[src/rtl/pipe_ctrl_if.sv]
// Pipeline-control bundle: hazard/memory status into the controller,
// stage enables, flushes and status back out to the datapath.
interface pipe_ctrl_if #(
    parameter int CNT_W = 16
);
    logic [4:0]       id_rs;
    logic [4:0]       id_rt;
    logic             ex_memread;
    logic [4:0]       ex_rt;
    logic [1:0]       mem_M;
    logic             dmem_ready;
    logic             branch_taken;
    logic             pc_en;
    logic             ifid_en;
    logic             idex_en;
    logic             exmem_en;
    logic             ifid_flush;
    logic             idex_flush;
    logic             dmem_req;
    logic             mem_err;
    logic [CNT_W-1:0] stall_cnt;
    logic [1:0]       state;

    modport master (
        output id_rs, id_rt, ex_memread, ex_rt, mem_M, dmem_ready, branch_taken,
        input  pc_en, ifid_en, idex_en, exmem_en, ifid_flush, idex_flush,
               dmem_req, mem_err, stall_cnt, state
    );

    modport slave (
        input  id_rs, id_rt, ex_memread, ex_rt, mem_M, dmem_ready, branch_taken,
        output pc_en, ifid_en, idex_en, exmem_en, ifid_flush, idex_flush,
               dmem_req, mem_err, stall_cnt, state
    );
endinterface

[src/rtl/pipe_ctrl.sv]
// Five-stage pipeline controller: memory-wait stall, branch flush and
// load-use bubble, with a memory timeout that halts until reset.
module pipe_ctrl #(
    parameter int CNT_W  = 16,
    parameter int MEM_TO = 255
) (
    input logic         clk,
    input logic         rst,
    pipe_ctrl_if.slave  bus
);
    typedef enum logic [1:0] {
        RUN      = 2'd0,
        MEM_WAIT = 2'd1,
        HALT     = 2'd2
    } state_t;

    localparam logic [7:0]       TO8   = 8'(MEM_TO);
    localparam logic [CNT_W-1:0] C_ONE = CNT_W'(1);

    state_t           r_state, w_state_nxt;
    logic [7:0]       r_wait, w_wait_nxt, w_wait_inc;
    logic             r_err, w_err_nxt;
    logic [CNT_W-1:0] r_stall;

    logic w_lu, w_mem_act;
    logic w_pc_en, w_ifid_en, w_idex_en, w_exmem_en;
    logic w_ifid_flush, w_idex_flush, w_dmem_req;

    always_comb begin
        w_lu = bus.ex_memread && (bus.ex_rt != 5'd0) &&
               ((bus.ex_rt == bus.id_rs) || (bus.ex_rt == bus.id_rt));
        w_mem_act  = (bus.mem_M != 2'b00);
        w_wait_inc = (r_wait == 8'hFF) ? r_wait : r_wait + 8'd1;
    end

    always_comb begin
        w_state_nxt  = r_state;
        w_wait_nxt   = r_wait;
        w_err_nxt    = r_err;
        w_pc_en      = 1'b1;
        w_ifid_en    = 1'b1;
        w_idex_en    = 1'b1;
        w_exmem_en   = 1'b1;
        w_ifid_flush = 1'b0;
        w_idex_flush = 1'b0;
        w_dmem_req   = 1'b0;

        case (r_state)
            RUN, MEM_WAIT: begin
                w_dmem_req = (r_state == MEM_WAIT) || w_mem_act;
                if ((r_state == RUN && w_mem_act && !bus.dmem_ready) ||
                    (r_state == MEM_WAIT && !bus.dmem_ready)) begin
                    // Memory stall freezes every stage, overriding branch and load-use.
                    w_pc_en    = 1'b0;
                    w_ifid_en  = 1'b0;
                    w_idex_en  = 1'b0;
                    w_exmem_en = 1'b0;
                    if (r_state == RUN) begin
                        w_state_nxt = MEM_WAIT;
                        w_wait_nxt  = 8'd1;
                    end else begin
                        w_wait_nxt = w_wait_inc;
                        if (w_wait_inc >= TO8) begin
                            w_err_nxt   = 1'b1;
                            w_state_nxt = HALT;
                        end
                    end
                end else begin
                    if (bus.branch_taken) begin
                        w_ifid_flush = 1'b1;
                        w_idex_flush = 1'b1;
                    end else if (w_lu) begin
                        w_pc_en      = 1'b0;
                        w_ifid_en    = 1'b0;
                        w_idex_flush = 1'b1;
                    end
                    w_state_nxt = RUN;
                    w_wait_nxt  = 8'd0;
                end
            end
            HALT: begin
                w_pc_en    = 1'b0;
                w_ifid_en  = 1'b0;
                w_idex_en  = 1'b0;
                w_exmem_en = 1'b0;
            end
            default: begin
                w_pc_en     = 1'b0;
                w_ifid_en   = 1'b0;
                w_idex_en   = 1'b0;
                w_exmem_en  = 1'b0;
                w_state_nxt = RUN;
                w_wait_nxt  = 8'd0;
            end
        endcase

        if (rst) begin
            w_pc_en      = 1'b0;
            w_ifid_en    = 1'b0;
            w_idex_en    = 1'b0;
            w_exmem_en   = 1'b0;
            w_ifid_flush = 1'b1;
            w_idex_flush = 1'b1;
            w_dmem_req   = 1'b0;
        end
    end

    always_ff @(posedge clk) begin
        if (rst) begin
            r_state <= RUN;
            r_wait  <= '0;
            r_err   <= 1'b0;
            r_stall <= '0;
        end else begin
            r_state <= w_state_nxt;
            r_wait  <= w_wait_nxt;
            r_err   <= w_err_nxt;
            if (!w_pc_en && (r_stall != '1))
                r_stall <= r_stall + C_ONE;
        end
    end

    assign bus.pc_en      = w_pc_en;
    assign bus.ifid_en    = w_ifid_en;
    assign bus.idex_en    = w_idex_en;
    assign bus.exmem_en   = w_exmem_en;
    assign bus.ifid_flush = w_ifid_flush;
    assign bus.idex_flush = w_idex_flush;
    assign bus.dmem_req   = w_dmem_req;
    assign bus.mem_err    = r_err;
    assign bus.stall_cnt  = r_stall;
    assign bus.state      = r_state;
endmodule

[src/flat_wrapper.sv]
// flat-port wrapper written by rule: the top's interface ports become plain ports
module pipe_ctrl_flat 
#(
    parameter int CNT_W  = 16,
    parameter int MEM_TO = 255
)
  (clk, rst, bus_id_rs, bus_id_rt, bus_ex_memread, bus_ex_rt, bus_mem_M, bus_dmem_ready, bus_branch_taken, bus_pc_en, bus_ifid_en, bus_idex_en, bus_exmem_en, bus_ifid_flush, bus_idex_flush, bus_dmem_req, bus_mem_err, bus_stall_cnt, bus_state);
  pipe_ctrl_if #(.CNT_W(CNT_W)) bus_i ();
  input logic clk;
  input logic rst;
  input wire logic [$bits(bus_i.id_rs)-1:0] bus_id_rs;
  input wire logic [$bits(bus_i.id_rt)-1:0] bus_id_rt;
  input wire logic [$bits(bus_i.ex_memread)-1:0] bus_ex_memread;
  input wire logic [$bits(bus_i.ex_rt)-1:0] bus_ex_rt;
  input wire logic [$bits(bus_i.mem_M)-1:0] bus_mem_M;
  input wire logic [$bits(bus_i.dmem_ready)-1:0] bus_dmem_ready;
  input wire logic [$bits(bus_i.branch_taken)-1:0] bus_branch_taken;
  output wire logic [$bits(bus_i.pc_en)-1:0] bus_pc_en;
  output wire logic [$bits(bus_i.ifid_en)-1:0] bus_ifid_en;
  output wire logic [$bits(bus_i.idex_en)-1:0] bus_idex_en;
  output wire logic [$bits(bus_i.exmem_en)-1:0] bus_exmem_en;
  output wire logic [$bits(bus_i.ifid_flush)-1:0] bus_ifid_flush;
  output wire logic [$bits(bus_i.idex_flush)-1:0] bus_idex_flush;
  output wire logic [$bits(bus_i.dmem_req)-1:0] bus_dmem_req;
  output wire logic [$bits(bus_i.mem_err)-1:0] bus_mem_err;
  output wire logic [$bits(bus_i.stall_cnt)-1:0] bus_stall_cnt;
  output wire logic [$bits(bus_i.state)-1:0] bus_state;
  assign bus_i.id_rs = bus_id_rs;
  assign bus_i.id_rt = bus_id_rt;
  assign bus_i.ex_memread = bus_ex_memread;
  assign bus_i.ex_rt = bus_ex_rt;
  assign bus_i.mem_M = bus_mem_M;
  assign bus_i.dmem_ready = bus_dmem_ready;
  assign bus_i.branch_taken = bus_branch_taken;
  assign bus_pc_en = bus_i.pc_en;
  assign bus_ifid_en = bus_i.ifid_en;
  assign bus_idex_en = bus_i.idex_en;
  assign bus_exmem_en = bus_i.exmem_en;
  assign bus_ifid_flush = bus_i.ifid_flush;
  assign bus_idex_flush = bus_i.idex_flush;
  assign bus_dmem_req = bus_i.dmem_req;
  assign bus_mem_err = bus_i.mem_err;
  assign bus_stall_cnt = bus_i.stall_cnt;
  assign bus_state = bus_i.state;
  pipe_ctrl #(.CNT_W(CNT_W), .MEM_TO(MEM_TO)) u_core (.clk(clk), .rst(rst), .bus(bus_i));
endmodule
[config.mk]
export PLATFORM = sky130hd
export DESIGN_NAME = pipe_ctrl_flat
export DESIGN_NICKNAME = d
export VERILOG_FILES = /design/src/rtl/pipe_ctrl_if.sv /design/src/rtl/pipe_ctrl.sv /design/src/flat_wrapper.sv
export SDC_FILE = /design/constraint.sdc
export NUM_CORES = 1
export LEC_CHECK = 0
export BUFFER_PORTS_ARGS = -buffer_cell sky130_fd_sc_hd__buf_4
export CAP_MARGIN = 20
export CORE_MARGIN = 1.5
export CORE_UTILIZATION = 30
export DETAILED_ROUTE_END_ITERATION = 10
export GPL_ROUTABILITY_DRIVEN = 0
export PLACE_DENSITY = 0.55
export SYNTH_ARGS = -nofsm -noshare
export SYNTH_HDL_FRONTEND = slang
export SYNTH_SLANG_ARGS = --single-unit
[constraint.sdc]
create_clock -name clk -period 2.83 [get_ports clk]
set_clock_uncertainty 0.15 [all_clocks]
set_input_delay 0.4245 -clock clk [delete_from_list [all_inputs] [get_ports clk]]
set_output_delay 0.4245 -clock clk [all_outputs]
set_load 0.02 [all_outputs]
==> results of run 1 <==
-- Yosys cell counts, drive strengths merged, types with 2 or more instances --
cell type  count
xnor2         11
inv            8
xor2           2
clkbuf         4
or4            6
o21ai         19
a22o           2
o22ai          2
buf            7
nor2          10
o211a          2
or3           11
o31ai          6
and3           6
nand2         16
a21o           2
a21oi         22
dfxtp         27
nor3           2
nand4          6
and2           4
ha             2
nand3         16
-- critical path, stage by stage, from the launching register on --
cell	delay [ps]
dfxtp_1	390
or3_4	430
a211oi_2	260
a21boi_0	380
buf_4	220
-- power by group through the flow --
stage	Sequential, mW	Combinational (mW)	Clock, mW
2_1_floorplan	0.410	0.0704	0
3_3_place_gp	0.407	0.129	0
3_5_place_dp	0.406	0.129	0
4_1_cts	0.398	0.130	0.239
5_1_grt	0.400	0.141	0.261
6_report	0.397	0.128	0.229
-- cell type report --
| type | instances | area share, % |
|---|---|---|
| multi-input combinational | 161 | 48.0 |
| sequential | 27 | 26.2 |
| timing repair buffer | 49 | 17.9 |
| tap | 70 | 4.25 |
| clock buffer | 4 | 2.19 |
| inverter | 8 | 1.46 |
-- logic make-up (layout without fill, tap and decap cells) --
kind of cell / Yosys count / count (layout)
AO/OA/AOI/OAI: 63 / 63
XOR/XNOR: 13 / 13
adder cells (fa/ha/maj): 2 / 2
AND/OR/NAND/NOR: 82 / 82
multiplexers: 1 / 1
buffers and inverters: 19 / 61
flip-flops: 27 / 27
-- sequential cells by signal, summed over array words and instances (netlist names) --
signal and flops:
u_core.bus.mem_err 1, u_core.bus.state 2, u_core.bus.stall_cnt 16, u_core.r_wait 8
-- worst paths after layout --
kind / end / slack [ps]
max reg2reg: u_core.bus.stall_cnt[1] / 500
min: u_core.bus.state[1] / 290
max: bus_ifid_en / 290
min reg2reg: u_core.bus.mem_err / 330
-- per-stage QoR --
stage | power, mW | util [%]
floorplan | 0.481 | -
global placement | 0.535 | 39.0
detailed placement | 0.536 | 39.0
CTS | 0.766 | 39.8
global route | 0.801 | 39.8
finish | 0.754 | 39.8
-- metal layers --
metal	up-vias	part of all wire (%)	track usage [%]	routed length, µm
met3	5	5.1	2.50	202
li1	846	-	-	-
met2	46	43	22.2	1720
met5	-	0	0	0
met4	0	1.6	5.56	63
met1	744	50	20.4	2000
==> impl_metrics.tcl, run 1 <==
set metrics [dict create \
    setup_viol 0 \
    wl_um 3980 \
    rows 26 \
    hp-class "input port to flip-flop" \
    clkSinkCount 27 \
    synthArstFlopShare_pct 0 \
    final_cells 319 \
    crit_fanout 7 \
    wire_per_inst_um 12.5 \
    clk_latency_ps 280 \
    regArea_um2 541 \
    period_needed_ps 2540 \
    n_fill_cell 556 \
    synth_top_family_by_area "simple AND/OR/NAND/NOR gates" \
    reg2reg_depth 8 \
    power.share.clock_pct 30.4 \
    cts_tree "yes" \
    rsz0062_at_grt "no" \
    first_pass_iters 4 \
    p_per_area_nw_per_um2 366 \
    vias 1641 \
    layout_common_cells "49 x buf_4, 27 x dfxtp_1, 21 x a21oi_1, 16 x nand3_1, 16 x nand2_1" \
    grt-ovfl-total 0 \
    arrival_ps 1960 \
    dieArea_um2 5880 \
    htreeDepth 1 \
    cts_hold_buf 0 \
    maxSlewHeadroom_pct 64.5 \
    finalHoldViolCount 0 \
    whs_ps 292 \
    synth_warnings 0 \
    multi_input_area_um2 990 \
    synth_top_area_share_pct 33.2 \
    layout_commonest_cell "buf_4" \
    p_sw_uw 203 \
    port_buffers 47 \
    nets 274 \
    p_int_uw 551 \
    min_path_cells 3 \
    drive_above_1_share_pct 23.3 \
    cts-buffers-inserted 3 \
    viasPerCell 5.14 \
    cts-resized-gates 0 \
    required_ps 2260 \
    syn2layout_area_growth_pct 26.6 \
    worst_pin_slew_ps 527 \
    clk_pin_slew_worst_paths_ps 90 \
    cts_root_buffer "clkbuf_8" \
    place_inst 315 \
    synthMuxAreaShare_pct 0.615 \
    timing.max_cap.violations 0 \
    syn_inst 207 \
    tns_ps 0 \
    cp-start-kind "flip-flop" \
    synth-simple-area-share_pct 27.3 \
    combPwrFrac_pct 16.9 \
    critPathLaunch "u_core.bus.state[0]" \
    antenna_found_initial 0 \
    finalCritPeriodShare_pct 89.6 \
    drt_iter0_drc 74 \
    cts_setup_buffers 0 \
    postRouteAntennaNets 0 \
    drc 0 \
    critPathCaptureType "output port" \
    syn-num-nets 231 \
    netlist_area_um2 1630 \
    place_ws_ps 337 \
    die_y_um 76.7 \
    fmax_mhz 394 \
    synth_seq_area_share_pct 33.2 \
    synthTopCellsByArea "dfxtp_1 33%, a21oi_1 6.5%, xnor2_1 5.9%, nand3_1 4.9%, o21ai_0 4.3%" \
    dp_hpwl_um 2910 \
    swShare_pct 26.9 \
    synth_top_cell_by_area "dfxtp_1" \
    core_um2 5170 \
    die_w_um 76.7 \
    start_util_pct 31.5 \
    vdd_ir_drop_max_mv 0.173 \
    leakage_nw 0.805 \
    p_seq_share_pct 52.7 \
    ctsLongestPathBuffers 2 \
    fin_ws_ps 295 \
    io_pins 48 \
    status "complete, no violations" \
    fin_area_um2 2060 \
    path_class "flip-flop to output port" \
    ys_types 43 \
    min_from "bus_dmem_ready" \
    grt_max_degree 30 \
    synth_edf_count 0 \
    r2r_start "u_core.bus.stall_cnt[0]" \
    avgSynthCellArea_um2 7.86 \
    synthXorXnorAreaFrac_pct 6.99 \
    synth_compound_area_share_pct 24.4 \
    first_global_vias 1503 \
    slew_viol_final 0 \
    grt.total_usage_pct 14.6 \
    place_area_um2 2020 \
    ys_ff_latch 27 \
    grt_first_pass_wirelength_um 7110 \
    synth_fa_ha_area_share_pct 1.54 \
    num_antenna_cells 0 \
    synth_flop_cell "dfxtp_1" \
]
Power figures use the tool's default switching activity.
==> inputs of run 2 (changes only) <==
Settings changed: CORE_MARGIN 1.5 to default, REMOVE_ABC_BUFFERS from default to 1.
==> run 2 against run 1 <==
Net effect: final cell count up 0.31%; sequential share of layout area down 0.14 points; cell area up 0.55%; sequential cell count unchanged; sequential power about the same; clock power up 2%; combinational power up 5%; die area down 2.6%; wire length down 2.1%; clock-buffer cell count down 1; via count down 0.43%; critical path depth unchanged; largest power group unchanged; highest routed layer unchanged.
==> impl_metrics.tcl, run 2 (synthesized netlist as in run 1, its figures left out) <==
set metrics [dict create \
    status "complete, no violations" \
    hp-class "input port to flip-flop" \
    required_ps 2260 \
    leakage_nw 0.810 \
    postRouteAntennaNets 0 \
    rr_endpoint "u_core.bus.stall_cnt[0]" \
    final_cells 320 \
    wire_per_inst_um 12.2 \
    grt-ovfl-total 0 \
    finalCritPeriodShare_pct 91.4 \
    layout_commonest_cell "buf_4" \
    cts_setup_buffers 0 \
    num_antenna_cells 0 \
    vias 1634 \
    slew_viol_final 0 \
    ctsLongestPathBuffers 2 \
    htreeDepth 1 \
    clk_latency_ps 280 \
    setup_viol 0 \
    nets 275 \
    grt_max_degree 24 \
    first_global_vias 1359 \
    crit_fanout 7 \
    critPathLaunch "u_core.bus.state[0]" \
    cp-start-kind "flip-flop" \
    syn2layout_area_growth_pct 27.3 \
    first_pass_iters 4 \
    grt_first_pass_wirelength_um 6210 \
    place_ws_ps 256 \
    period_needed_ps 2590 \
    path_class "flip-flop to output port" \
    timing.max_cap.violations 0 \
    die_w_um 75.7 \
    antenna_found_initial 0 \
    port_buffers 47 \
    viasPerCell 5.11 \
    slowest_stage "or3_4" \
    arrival_ps 2010 \
    min_path_cells 3 \
    post-route-util_pct 40.1 \
    regToRegSetupSlack_ps 400 \
    grt.total_usage_pct 14.0 \
    cts_root_buffer "clkbuf_8" \
    dieArea_um2 5720 \
    rows 26 \
    drt_iter0_drc 156 \
    place_inst 316 \
    fmax_mhz 387 \
    io_pins 48 \
    critPathCaptureType "output port" \
    cts_tree "yes" \
    vdd_ir_drop_max_mv 0.188 \
    rsz0062_at_grt "no" \
    fin_ws_ps 243 \
    maxSlewHeadroom_pct 66.0 \
    r2r_start "u_core.bus.stall_cnt[1]" \
    reg2reg_depth 8 \
    max_stage_delay_ps 440 \
    die_y_um 75.7 \
    drive_above_1_share_pct 24.0 \
    n_fill_cell 524 \
    clk_pin_slew_worst_paths_ps 100 \
    core_um2 5170 \
    path_cells "or3_4, a211oi_2, a21boi_1, buf_4" \
    p_per_area_nw_per_um2 368 \
    largest_register_ff_count 16 \
    dp_hpwl_um 3010 \
    drc 0 \
    clkSinkCount 27 \
    finalHoldViolCount 0 \
    cts-buffers-inserted 3 \
    wl_um 3900 \
    start_util_pct 31.5 \
    worst_pin_slew_ps 506 \
    layout_common_cells "50 x buf_4, 27 x dfxtp_1, 21 x a21oi_1, 16 x nand3_1, 16 x nand2_1" \
    crit_end "bus_pc_en" \
]
[run 2: what timing repair did]
item	in CTS	in global routing
resized for setup	0	1
hold buffers	0	0
endpoints found under the setup margin	0	2
[run 2: critical path, delay by kind of cell, from the launching register on]
kind,cells,cell delay [ps]
AO/OA/AOI/OAI,2,700
buffers and inverters,1,210
flip-flops,1,380
AND/OR/NAND/NOR,1,440
[run 2: power breakdown]
group	switching, mW	total, mW	internal, mW
logic	0.0684	0.135	0.0661
clock network	0.134	0.234	0.100
registers	0.00856	0.395	0.386
[run 2: how the worst min path moves through the flow]
| stage | startpoint | to | slack, ps |
|---|---|---|---|
| floorplan | rst | u_core.bus.stall_cnt[10] | 340 |
| global placement | u_core.bus.mem_err | u_core.bus.mem_err | 310 |
| detailed placement | u_core.bus.mem_err | u_core.bus.mem_err | 320 |
| CTS | bus_dmem_ready | u_core.bus.state[1] | 290 |
| global route | bus_dmem_ready | u_core.bus.state[1] | 290 |
| finish | bus_dmem_ready | u_core.bus.state[1] | 290 |
[run 2: per-layer routing]
layer	GRT usage (%)	share of wire, %	vias up
li1	-	-	855
met4	3.70	0.87	0
met2	21.4	43	52
met3	2.91	5.8	2
met1	19.8	50	725
met5	0	0	-
[run 2: final cells by class]
cell class | count | area [µm²] | area share (%)
clock buffer | 3 | 41.3 | 1.99
inverter | 8 | 30.0 | 1.45
sequential | 27 | 541 | 26.1
multi-input combinational | 161 | 990 | 47.8
tap | 70 | 87.6 | 4.23
timing repair buffer | 50 | 375 | 18.1
clock inverter | 1 | 7.51 | 0.362
[run 2: metrics by stage]
| stage | total power [mW] | hold WS [ps] | setup TNS, ps | area (µm²) |
|---|---|---|---|---|
| 3_5_place_dp | 0.539 | 321 | 0 | 2020 |
| 2_1_floorplan | 0.469 | 344 | -883 | 1560 |
| 6_report | 0.764 | 286 | 0 | 2070 |
| 4_1_cts | 0.771 | 288 | 0 | 2070 |
| 5_1_grt | 0.798 | 293 | 0 | 2070 |
| 3_3_place_gp | 0.539 | 313 | 0 | 2020 |
==> inputs of run 3 (changes only) <==
Settings changed: CELL_PAD_IN_SITES_DETAIL_PLACEMENT from default to 0, CELL_PAD_IN_SITES_GLOBAL_PLACEMENT from default to 1, MAX_ROUTING_LAYER from default to met4, PLACE_DENSITY 0.55 to 0.71, SKIP_LAST_GASP from default to 1.
==> run 3 against run 2 <==
Net effect: register-to-register slack gained 130 ps; critical path depth is the same; first-iteration DRC count shrank 42%; utilization shrank 0.34 points; sequential cell count is the same; combinational power shrank 5%; power shrank 0.40%; clock power is essentially flat; critical path type unchanged; highest routed layer unchanged.
==> impl_metrics.tcl, run 3 (synthesized netlist as in run 1, its figures left out) <==
set metrics [dict create \
    layout_commonest_cell "buf_4" \
    num_antenna_cells 0 \
    holdPathEnd "u_core.bus.state[1]" \
    first_global_vias 1443 \
    vdd_ir_drop_max_mv 0.180 \
    r2r_start "u_core.bus.stall_cnt[0]" \
    grt-ovfl-total 0 \
    required_ps 2260 \
    maxSlewHeadroom_pct 68.8 \
    grt_first_pass_wirelength_um 6700 \
    n_fill_cell 546 \
    largest_register_ff_count 16 \
    place_ws_ps 373 \
    port_buffers 47 \
    vias 1614 \
    htreeDepth 1 \
    cts-buffers-inserted 3 \
    p_per_area_nw_per_um2 370 \
    period_needed_ps 2670 \
    power.share.clock_pct 30.9 \
    wl_um 4060 \
    cts-resized-gates 0 \
    reg2reg_depth 8 \
    rr_endpoint "u_core.bus.stall_cnt[1]" \
    io_pins 48 \
    status "complete, no violations" \
    dieArea_um2 5720 \
    min_from "bus_dmem_ready" \
    dp_hpwl_um 2960 \
    place_inst 314 \
    cts_tree "yes" \
    path_cells "or3_4, a211oi_2, a21boi_0, buf_4" \
    p_seq_share_pct 52.3 \
    cts_root_buffer "clkbuf_8" \
    postRouteAntennaNets 0 \
    swShare_pct 27.9 \
    ctsLongestPathBuffers 2 \
    antenna_found_initial 0 \
    finalHoldViolCount 0 \
    max_stage_delay_ps 440 \
    viasPerCell 5.08 \
    grt_max_degree 30 \
    arrival_ps 2090 \
    setup_viol 0 \
    drc 0 \
    layout_common_cells "48 x buf_4, 27 x dfxtp_1, 21 x a21oi_1, 16 x nand3_1, 16 x nand2_1" \
    cts_hold_buf 0 \
    wire_per_inst_um 12.8 \
    first_pass_iters 4 \
    drive_above_1_share_pct 23.4 \
    critPathCaptureType "output port" \
    worst_pin_slew_ps 463 \
    clkSinkCount 27 \
    start_util_pct 31.5 \
    die_w_um 75.7 \
    core_um2 5170 \
    tns_ps 0 \
    grt.total_usage_pct 15.8 \
    p_int_uw 548 \
    p_sw_uw 212 \
    clk_pin_slew_worst_paths_ps 100 \
    finalCritPeriodShare_pct 94.2 \
    crit_fanout 7 \
    post-route-util_pct 39.7 \
    cts_setup_buffers 0 \
    clk_latency_ps 280 \
    combPwrFrac_pct 16.8 \
    min_path_cells 3 \
    rsz0062_at_grt "no" \
    cp-start-kind "flip-flop" \
    fin_ws_ps 164 \
    nets 273 \
    drt_iter0_drc 91 \
    rows 26 \
    timing.max_cap.violations 0 \
    slowest_stage "or3_4" \
    die_y_um 75.7 \
    fmax_mhz 375 \
    syn2layout_area_growth_pct 26.2 \
    final_cells 318 \
    leakage_nw 0.803 \
    hp-class "input port to flip-flop" \
    path_class "flip-flop to output port" \
    regToRegSetupSlack_ps 530 \
    slew_viol_final 0 \
]
-- run 3: cell count changes in the layout (fill, tap and decap cells not counted), sizes merged --
cell | before | now
clkinvlp | 1 | 0
buf | 50 | 48
clkinv | 0 | 1
-- run 3: worst max path at each step --
| stage | end | startpoint | cells past startpoint |
|---|---|---|---|
| 2_1_floorplan | bus_ifid_en | u_core.bus.state[0] | 3 |
| 3_3_place_gp | bus_ifid_en | bus_mem_M[1] | 5 |
| 3_5_place_dp | bus_ifid_en | bus_mem_M[1] | 5 |
| 4_1_cts | bus_ifid_en | u_core.bus.state[0] | 4 |
| 5_1_grt | bus_ifid_en | u_core.bus.state[0] | 4 |
| 6_report | bus_ifid_en | u_core.bus.state[0] | 4 |
-- run 3: per-stage QoR --
step	hold slack (ps)	power, mW	cell area, µm²
6_report	286	0.760	2050
5_1_grt	294	0.800	2050
4_1_cts	276	0.771	2050
3_5_place_dp	317	0.536	2010
3_3_place_gp	323	0.535	2010
2_1_floorplan	344	0.469	1560
-- run 3: final cells by class --
class / count / area (µm²) / area share, %
inverter: 8 / 30.0 / 1.46
clock buffer: 3 / 41.3 / 2.01
tap: 70 / 87.6 / 4.26
sequential: 27 / 541 / 26.3
multi-input combinational: 161 / 990 / 48.2
clock inverter: 1 / 5.00 / 0.244
timing repair buffer: 48 / 360 / 17.5
-- run 3: power by group through the flow --
| stage | Sequential (mW) | Clock [mW] | Combinational (mW) |
|---|---|---|---|
| floorplan | 0.410 | 0 | 0.0590 |
| global placement | 0.406 | 0 | 0.129 |
| detailed placement | 0.407 | 0 | 0.129 |
| CTS | 0.398 | 0.244 | 0.129 |
| global route | 0.400 | 0.260 | 0.141 |
| finish | 0.398 | 0.235 | 0.128 |
-- run 3: per-layer routing --
metal,up-vias,share of wire (%),GRT usage [%]
met3,5,3.7,2.25
met2,43,44,23.9
met1,725,52,21.7
met4,0,1.1,4.94
li1,841,-,-
met5,-,0,-
-- run 3: worst max-delay path, delay by kind of cell (launching register included) --
family	cells	cell delay, ps
buffers and inverters	1	220
AO/OA/AOI/OAI	2	770
flip-flops	1	390
AND/OR/NAND/NOR	1	440
